## src/rtl/spi_frame_rx.sv

```systemverilog
// spi_frame_rx: SPI slave receiver, one MOSI bit per clk while cs_n is low.
// Back-to-back words are packed into a first-word-fall-through FIFO, and a
// parallel transmit word is shifted out on MISO in the same bit order.
module spi_frame_rx #(
  parameter int unsigned WORD_W     = 8,
  parameter int unsigned FIFO_DEPTH = 4,
  parameter bit          LSB_FIRST  = 1'b0
) (
  input  logic                              clk,
  input  logic                              rst,
  input  logic                              cs_n,
  input  logic                              mosi,
  output logic                              miso,
  output logic                              miso_oe,
  input  logic [WORD_W-1:0]                 tx_data,
  input  logic                              rd_en,
  output logic [WORD_W-1:0]                 rd_data,
  output logic                              rd_valid,
  output logic [$clog2(FIFO_DEPTH+1)-1:0]   fifo_count,
  output logic                              overflow,
  output logic                              frame_err,
  input  logic                              clr_flags
);

  localparam int unsigned CNT_W  = $clog2(WORD_W);
  localparam int unsigned PTR_W  = $clog2(FIFO_DEPTH);
  localparam int unsigned FCNT_W = $clog2(FIFO_DEPTH + 1);

  typedef enum logic [0:0] {
    IDLE  = 1'b0,
    SHIFT = 1'b1
  } state_t;

  state_t              state_q;
  state_t              state_d;
  logic                sample;
  logic                last_bit;
  logic                abort;

  // Only WORD_W-1 bits of a partial word ever need storing; the last bit
  // arrives on the push edge itself.
  logic [WORD_W-2:0]   part_q;
  logic [WORD_W-1:0]   word_asm;
  logic [CNT_W-1:0]    bit_cnt;
  logic [WORD_W-1:0]   tx_shift;

  logic [WORD_W-1:0]   mem [FIFO_DEPTH];
  logic [PTR_W-1:0]    wr_ptr;
  logic [PTR_W-1:0]    rd_ptr;
  logic [PTR_W-1:0]    rd_ptr_p1;
  logic                full;
  logic                empty;
  logic                pop_ok;
  logic                push_ok;
  logic                ovf_evt;
  logic [FCNT_W-1:0]   count_d;

  // State register
  always_ff @(posedge clk) begin
    if (rst) begin
      state_q <= IDLE;
    end else begin
      state_q <= state_d;
    end
  end

  // Next-state and per-cycle control decode
  always_comb begin
    state_d  = state_q;
    sample   = 1'b0;
    last_bit = 1'b0;
    abort    = 1'b0;
    case (state_q)
      IDLE: begin
        if (!cs_n) begin
          sample  = 1'b1;
          state_d = SHIFT;
        end
      end
      SHIFT: begin
        if (cs_n) begin
          state_d = IDLE;
          abort   = (bit_cnt != '0);
        end else begin
          sample = 1'b1;
        end
      end
      default: state_d = IDLE;
    endcase
    last_bit = sample && (bit_cnt == CNT_W'(WORD_W - 1));
  end

  // Word assembly: incoming bit joined with the stored partial word
  always_comb begin
    if (LSB_FIRST) begin
      word_asm = {mosi, part_q};
    end else begin
      word_asm = {part_q, mosi};
    end
  end

  // Receive shift, bit counter and transmit shift register
  always_ff @(posedge clk) begin
    if (rst) begin
      part_q   <= '0;
      bit_cnt  <= '0;
      tx_shift <= '0;
    end else if (cs_n) begin
      bit_cnt  <= '0;
      tx_shift <= tx_data;
    end else if (sample) begin
      if (LSB_FIRST) begin
        part_q <= word_asm[WORD_W-1:1];
      end else begin
        part_q <= word_asm[WORD_W-2:0];
      end
      if (last_bit) begin
        bit_cnt  <= '0;
        tx_shift <= tx_data;
      end else begin
        bit_cnt  <= bit_cnt + CNT_W'(1);
        tx_shift <= LSB_FIRST ? (tx_shift >> 1) : (tx_shift << 1);
      end
    end
  end

  // MISO driven straight from the transmit shift register
  always_comb begin
    miso_oe = !cs_n;
    if (cs_n) begin
      miso = 1'b0;
    end else if (LSB_FIRST) begin
      miso = tx_shift[0];
    end else begin
      miso = tx_shift[WORD_W-1];
    end
  end

  // FIFO push/pop qualification and next occupancy
  always_comb begin
    full      = (fifo_count == FCNT_W'(FIFO_DEPTH));
    empty     = (fifo_count == '0);
    pop_ok    = rd_en && !empty;
    push_ok   = last_bit && (!full || pop_ok);
    ovf_evt   = last_bit && full && !pop_ok;
    rd_ptr_p1 = rd_ptr + PTR_W'(1);
    count_d   = fifo_count;
    if (push_ok && !pop_ok) begin
      count_d = fifo_count + FCNT_W'(1);
    end else if (pop_ok && !push_ok) begin
      count_d = fifo_count - FCNT_W'(1);
    end
  end

  // FIFO storage (no reset needed: contents are qualified by the count)
  always_ff @(posedge clk) begin
    if (push_ok) begin
      mem[wr_ptr] <= word_asm;
    end
  end

  // FIFO pointers, occupancy and registered head word
  always_ff @(posedge clk) begin
    if (rst) begin
      wr_ptr     <= '0;
      rd_ptr     <= '0;
      fifo_count <= '0;
      rd_valid   <= 1'b0;
      rd_data    <= '0;
    end else begin
      if (push_ok) begin
        wr_ptr <= wr_ptr + PTR_W'(1);
      end
      if (pop_ok) begin
        rd_ptr <= rd_ptr_p1;
      end
      fifo_count <= count_d;
      rd_valid   <= (count_d != '0);
      if (empty) begin
        if (push_ok) begin
          rd_data <= word_asm;
        end
      end else if (pop_ok) begin
        if (fifo_count == FCNT_W'(1)) begin
          if (push_ok) begin
            rd_data <= word_asm;
          end
        end else begin
          rd_data <= mem[rd_ptr_p1];
        end
      end
    end
  end

  // Sticky overflow (set beats clear) and one-cycle abort pulse
  always_ff @(posedge clk) begin
    if (rst) begin
      overflow  <= 1'b0;
      frame_err <= 1'b0;
    end else begin
      overflow  <= ovf_evt || (overflow && !clr_flags);
      frame_err <= abort;
    end
  end

endmodule

```

## config.mk

```make
export PLATFORM = sky130hd
export DESIGN_NAME = spi_frame_rx
export DESIGN_NICKNAME = d
export VERILOG_FILES = /design/src/rtl/spi_frame_rx.sv
export SDC_FILE = /design/constraint.sdc
export NUM_CORES = 1
export LEC_CHECK = 0
export ABC_AREA = 1
export CORE_MARGIN = 2
export CORE_UTILIZATION = 30
export CTS_BUF_LIST = sky130_fd_sc_hd__clkbuf_4
export DETAILED_ROUTE_END_ITERATION = 10
export DONT_BUFFER_PORTS = 1
export SLEW_MARGIN = 5
export SYNTH_ARGS = -nofsm -noshare
export SYNTH_HDL_FRONTEND = slang
export SYNTH_SLANG_ARGS = --single-unit
```

## constraint.sdc

```tcl
create_clock -name clk -period 3.2 [get_ports clk]
set_input_delay 0.96 -clock clk [delete_from_list [all_inputs] [get_ports clk]]
set_output_delay 0.96 -clock clk [all_outputs]
set_load 0.1 [all_outputs]
```

After elaboration in Yosys (flattened, before gate mapping)
Memory sizes are Yosys's and may differ from the RTL's.
Index checks and enable logic that the tools add are counted.
{"block": "word_totals", "in_bits": 14, "register_bits": 37, "out_inout_bits": 16, "n_memories": 1, "ram_bits": 32, "word_cells": 58}
{"block": "op_classes", "eq_ne": 3, "n_mux": 13, "n_bitwise": 2, "add_sub_neg": 5, "n_reduce_logical": 23}
{"name": "mem", "words": 4, "width": 8, "read_ports": 1, "rd_ports_with_merged_regs": 0, "wr": 1, "line_no": "47", "text": "logic [WORD_W-1:0] mem [FIFO_DEPTH];"}
{"operator": "2-to-1 mux 8 bit", "count": 6}
{"operator": "2-to-1 mux 3 bit", "count": 3}
{"operator": "logical AND 1 bit", "count": 8}
{"operator": "adder 3 x 1 -> 3 bit (second input constant)", "count": 2}
{"operator": "equality test 3 bit (second input constant)", "count": 2}
{"operator": "zero test 1 bit", "count": 6}
{"operator": "nonzero test 3 bit", "count": 2}
{"operator": "adder 2 x 1 -> 2 bit (second input constant)", "count": 2}
{"operator": "2-to-1 mux 1 bit", "count": 4}
{"operator": "equality test 3 x 1 -> 1 bit (second input constant)", "count": 1}
{"operator": "zero test 3 bit", "count": 1}
{"operator": "OR reduction 3 bit", "count": 1}
{"operator": "subtractor 3 x 1 -> 3 bit (second input constant)", "count": 1}
{"operator": "logical OR 1 bit", "count": 2}
{"operator": "NOT 1 bit", "count": 2}
{"operator": "AND reduction 2 bit", "count": 1}
{"operator": "nonzero test 2 bit", "count": 1}
{"operator": "OR reduction 2 bit", "count": 1}

Depth between registers and ports, before layout
{"block": "depth", "depth_word": 10, "depth_mapped": 11, "ltp_nobuf": 11}

Worst setup path after synthesis
No wires, ideal clock.
{"block": "synth_path", "path_kind": "input-to-output", "from": "input port cs_n", "to": "output port miso", "setup_slack_ns": 0.027, "required_time_ns": 2.240, "t_arrival_ns": 2.213, "stages": 1, "path_buffers": 0, "cell_sequence": "nor2_1"}
{"block": "synth_between", "elab_chain_cells": 1}
{"element": "from (decl)", "line_no": "11", "text": "input logic cs_n,"}
{"element": "2-to-1 mux 1 bit", "line_no": "130", "text": "if (cs_n) begin"}
{"element": "to (decl)", "line_no": "13", "text": "output logic miso,"}
No other way between the ends.

Worst setup path after layout
{"block": "layout_path", "from": "register rd_data[1]", "to": "output port rd_data[1]"}
{"element": "from (decl)", "line_no": "17", "text": "output logic [WORD_W-1:0] rd_data,"}
{"element": "from (signal assigned)", "line_no": "181", "text": "rd_data <= word_asm;"}
{"element": "from (signal assigned)", "line_no": "186", "text": "rd_data <= word_asm;"}
{"element": "from (signal assigned)", "line_no": "189", "text": "rd_data <= mem[rd_ptr_p1];"}
No word-level cell between the ends.

==> flow_summary.yaml <==
grt:
  grt_pass1_wl_mm: 10.27
  grt_overflow: 0
  grt_max_degree: 22
  first_global_vias: 2170
  antenna_found_initial: 0
  track_usage: 0.1195
timing:
  finalCritPeriodShare: 0.7404
  drv_slew: 0
  clock_skew_ps: 15.72
  fmax_mhz: 422.0
  slew_headroom: 0.3136
  post-route-min-period_ps: 2369
  rsz0062_at_grt: "no"
  hold_viol_final: 0
  final-setup-viol-count: 0
  tightest_slew_ps: 1028
  tns_ps: 0
synthesis:
  seq_area_frac_synth: 0.5583
  syn_avg_cell_area_sq_um: 8.586
  syn-num-nets: 380
  synth_warnings: 0
  synth_top_family_by_area: "simple AND/OR/NAND/NOR gates"
  synth_compound_area_frac: 0.07102
  synth_top_area_cell: "edfxtp_1"
  synth_xor_area_frac: 0.002874
  synth-simple-area-share: 0.2278
  syn_inst: 355
  netlist_area_sq_um: 3048
  synth_top_area_share: 0.3153
  synth_edf_count: 32
  synthFlopType: "dfxtp_1"
  synth_cell_types: 23
  synthArstFlopShare: 0
  synth_mux_area_frac: 0
  synth_area_leaders: "edfxtp_1 32%, dfxtp_1 24%, nand2_1 11%"
  ys_seq_elements: 69
  synth-adder-area-share: 0.04516
clocking:
  cts.path.max_buffers: 2
  clockRootBuffer: "clkbuf_4"
  cts_buffers: 9
  postCtsSetupRepairBufs: 0
  ctsHoldBuffers: 0
  clkSinkCount: 69
  h-tree-depth: 3
  cts_tree: "yes"
  clk_pin_slew_worst_paths_ps: 110
  clock_latency_ps: 400
  cts.repair.resized: 0
placement:
  hpwl_mm: 4.553
  io_buffers: 0
  globalplace.congestion: 0.8243
final_layout:
  fill_cells: 1041
  syn_to_final_growth_pct: 10.63
  n_antenna_cell: 0
  seq_area_sq_um: 1702
  multi_input_area_sq_um: 1060
  fin_nets: 396
  drive_gt1_frac: 0.1037
floorplan:
  num_rows: 36
  die_h_microns: 104.8
  fp.dieW_microns: 104.8
  start_util: 0.3104
  ios: 30
  core_area_sq_um: 9819
  dieArea_sq_um: 10980
pwr:
  p_leak_nw: 1.527
  p_switching_mw: 1.324
  seqPwrFrac: 0.469
  power.clock.fraction: 0.166
  power.density_nw_per_um2: 834.8
  combPwrFrac: 0.365
  vdd_drop_max_mv: 0.3587
  p_int_mw: 1.491
  p_sw_frac: 0.4703
  finalPower_mw: 2.815
worst_setup_path:
  cp.arrival_ps: 1410
  worstSetupPathType: "flop to output pin"
  startpoint_type: "flop"
  cp.required_ps: 2240
  crit_fanout: 3
  worst_setup_path_end_kind: "output pin"
route:
  wl_per_cell_microns: 12.11
  routed_wl_mm: 6.166
  drcViolationCount: 0
  vias: 2286
  viasPerCell: 4.491
  antenna_left: 0
  drt_pass1_iterations: 4
  drt_iter0_markers: 109
outcome:
  status: "completed"
flow_run:
  maxCapViolCount: 0
worst_hold_path:
  min_path_type: "flop to flop"
[area by class of cell]
cell class,instances,area share
Tap cell,133,0.04935
Sequential cell,69,0.5046
Timing Repair Buffer,12,0.02672
Multi-Input combinational cell,214,0.3143
Clock buffer,13,0.02894
Clock inverter,3,0.003711
Inverter,65,0.07236
[state kept, by name (all words and copies together), names as in the netlist]
| register | flops |
|---|---|
| state_q | 1 |
| tx_shift | 8 |
| frame_err | 1 |
| part_q | 7 |
| bit_cnt | 3 |
| fifo_count | 3 |
| overflow | 1 |
| wr_ptr | 2 |
| rd_valid | 1 |
| mem | 32 |
| rd_ptr | 2 |
| rd_data | 8 |
[synthesized netlist by cell type, types with 3 or more instances]
master	number
a21oi_1	12
buf_2	3
dfxtp_1	37
edfxtp_1	32
ha_1	11
inv_1	60
inv_2	5
nand2_1	88
nand3_1	34
nand4_1	3
nor2_1	29
o21ai_0	16
o21ai_1	5
o22ai_1	7
[through the flow]
step	cells	hold slack (ps)	utilization	instance area (sq um)	setup slack (ps)
2_1_floorplan	355	413.2	-	3048	26.94
6_report	509	466.0	0.3434	3372	830.6
3_3_place_gp	493	428.3	0.3322	3262	916.9
4_1_cts	509	473.4	0.3434	3372	798.9
5_1_grt	509	497.0	0.3434	3372	774.0
3_5_place_dp	493	447.7	0.3322	3262	890.5
[cells by family (layout without fill, tap and decap cells)]
family | Yosys count | after routing
buffers and inverters | 72 | 93
flip-flops | 69 | 69
AND/OR/NAND/NOR | 161 | 161
adder cells (fa/ha/maj) | 11 | 11
XOR/XNOR | 1 | 1
AO/OA/AOI/OAI | 41 | 41
[layer usage]
metal | GRT usage | up-vias | wire, microns
li1 | - | 1166 | -
met1 | 0.1415 | 1059 | 2715
met2 | 0.2004 | 53 | 2976
met3 | 0.04554 | 8 | 391
met4 | 0.03714 | 0 | 82
met5 | 0 | - | 0
[power groups by stage]
stage | sequential [mW] | clock, mW | combinational, mW
finish | 1.32 | 0.468 | 1.03
global route | 1.34 | 0.523 | 1.17
CTS | 1.32 | 0.487 | 1.04
detailed placement | 1.34 | 0 | 1.03
global placement | 1.34 | 0 | 1.02
floorplan | 1.46 | 0 | 0.683
[layout by cell type, fill, tap and decap left out, types with 3 or more instances in the layout]
cell type and instances:
nand2_1 88, inv_1 60, dfxtp_1 37, nand3_1 34, edfxtp_1 32, nor2_1 28
o21ai_0 16, clkbuf_4 13, a21oi_1 12, buf_4 12, ha_1 11, o22ai_1 7
inv_2 5, o21ai_1 5, nand4_1 3
[path summary, 6_finish.rpt]
check                           startpoint          to  depth (start not counted)  slack (ps)
worst max-delay path            rd_data[1]  rd_data[1]                          0         830
worst min-delay path               state_q   frame_err                          2         470
worst max register to register  bit_cnt[0]   mem[1][1]                          6        1050
worst min register to register     state_q   frame_err                          2         470
(Power assumes the default switching activity.)
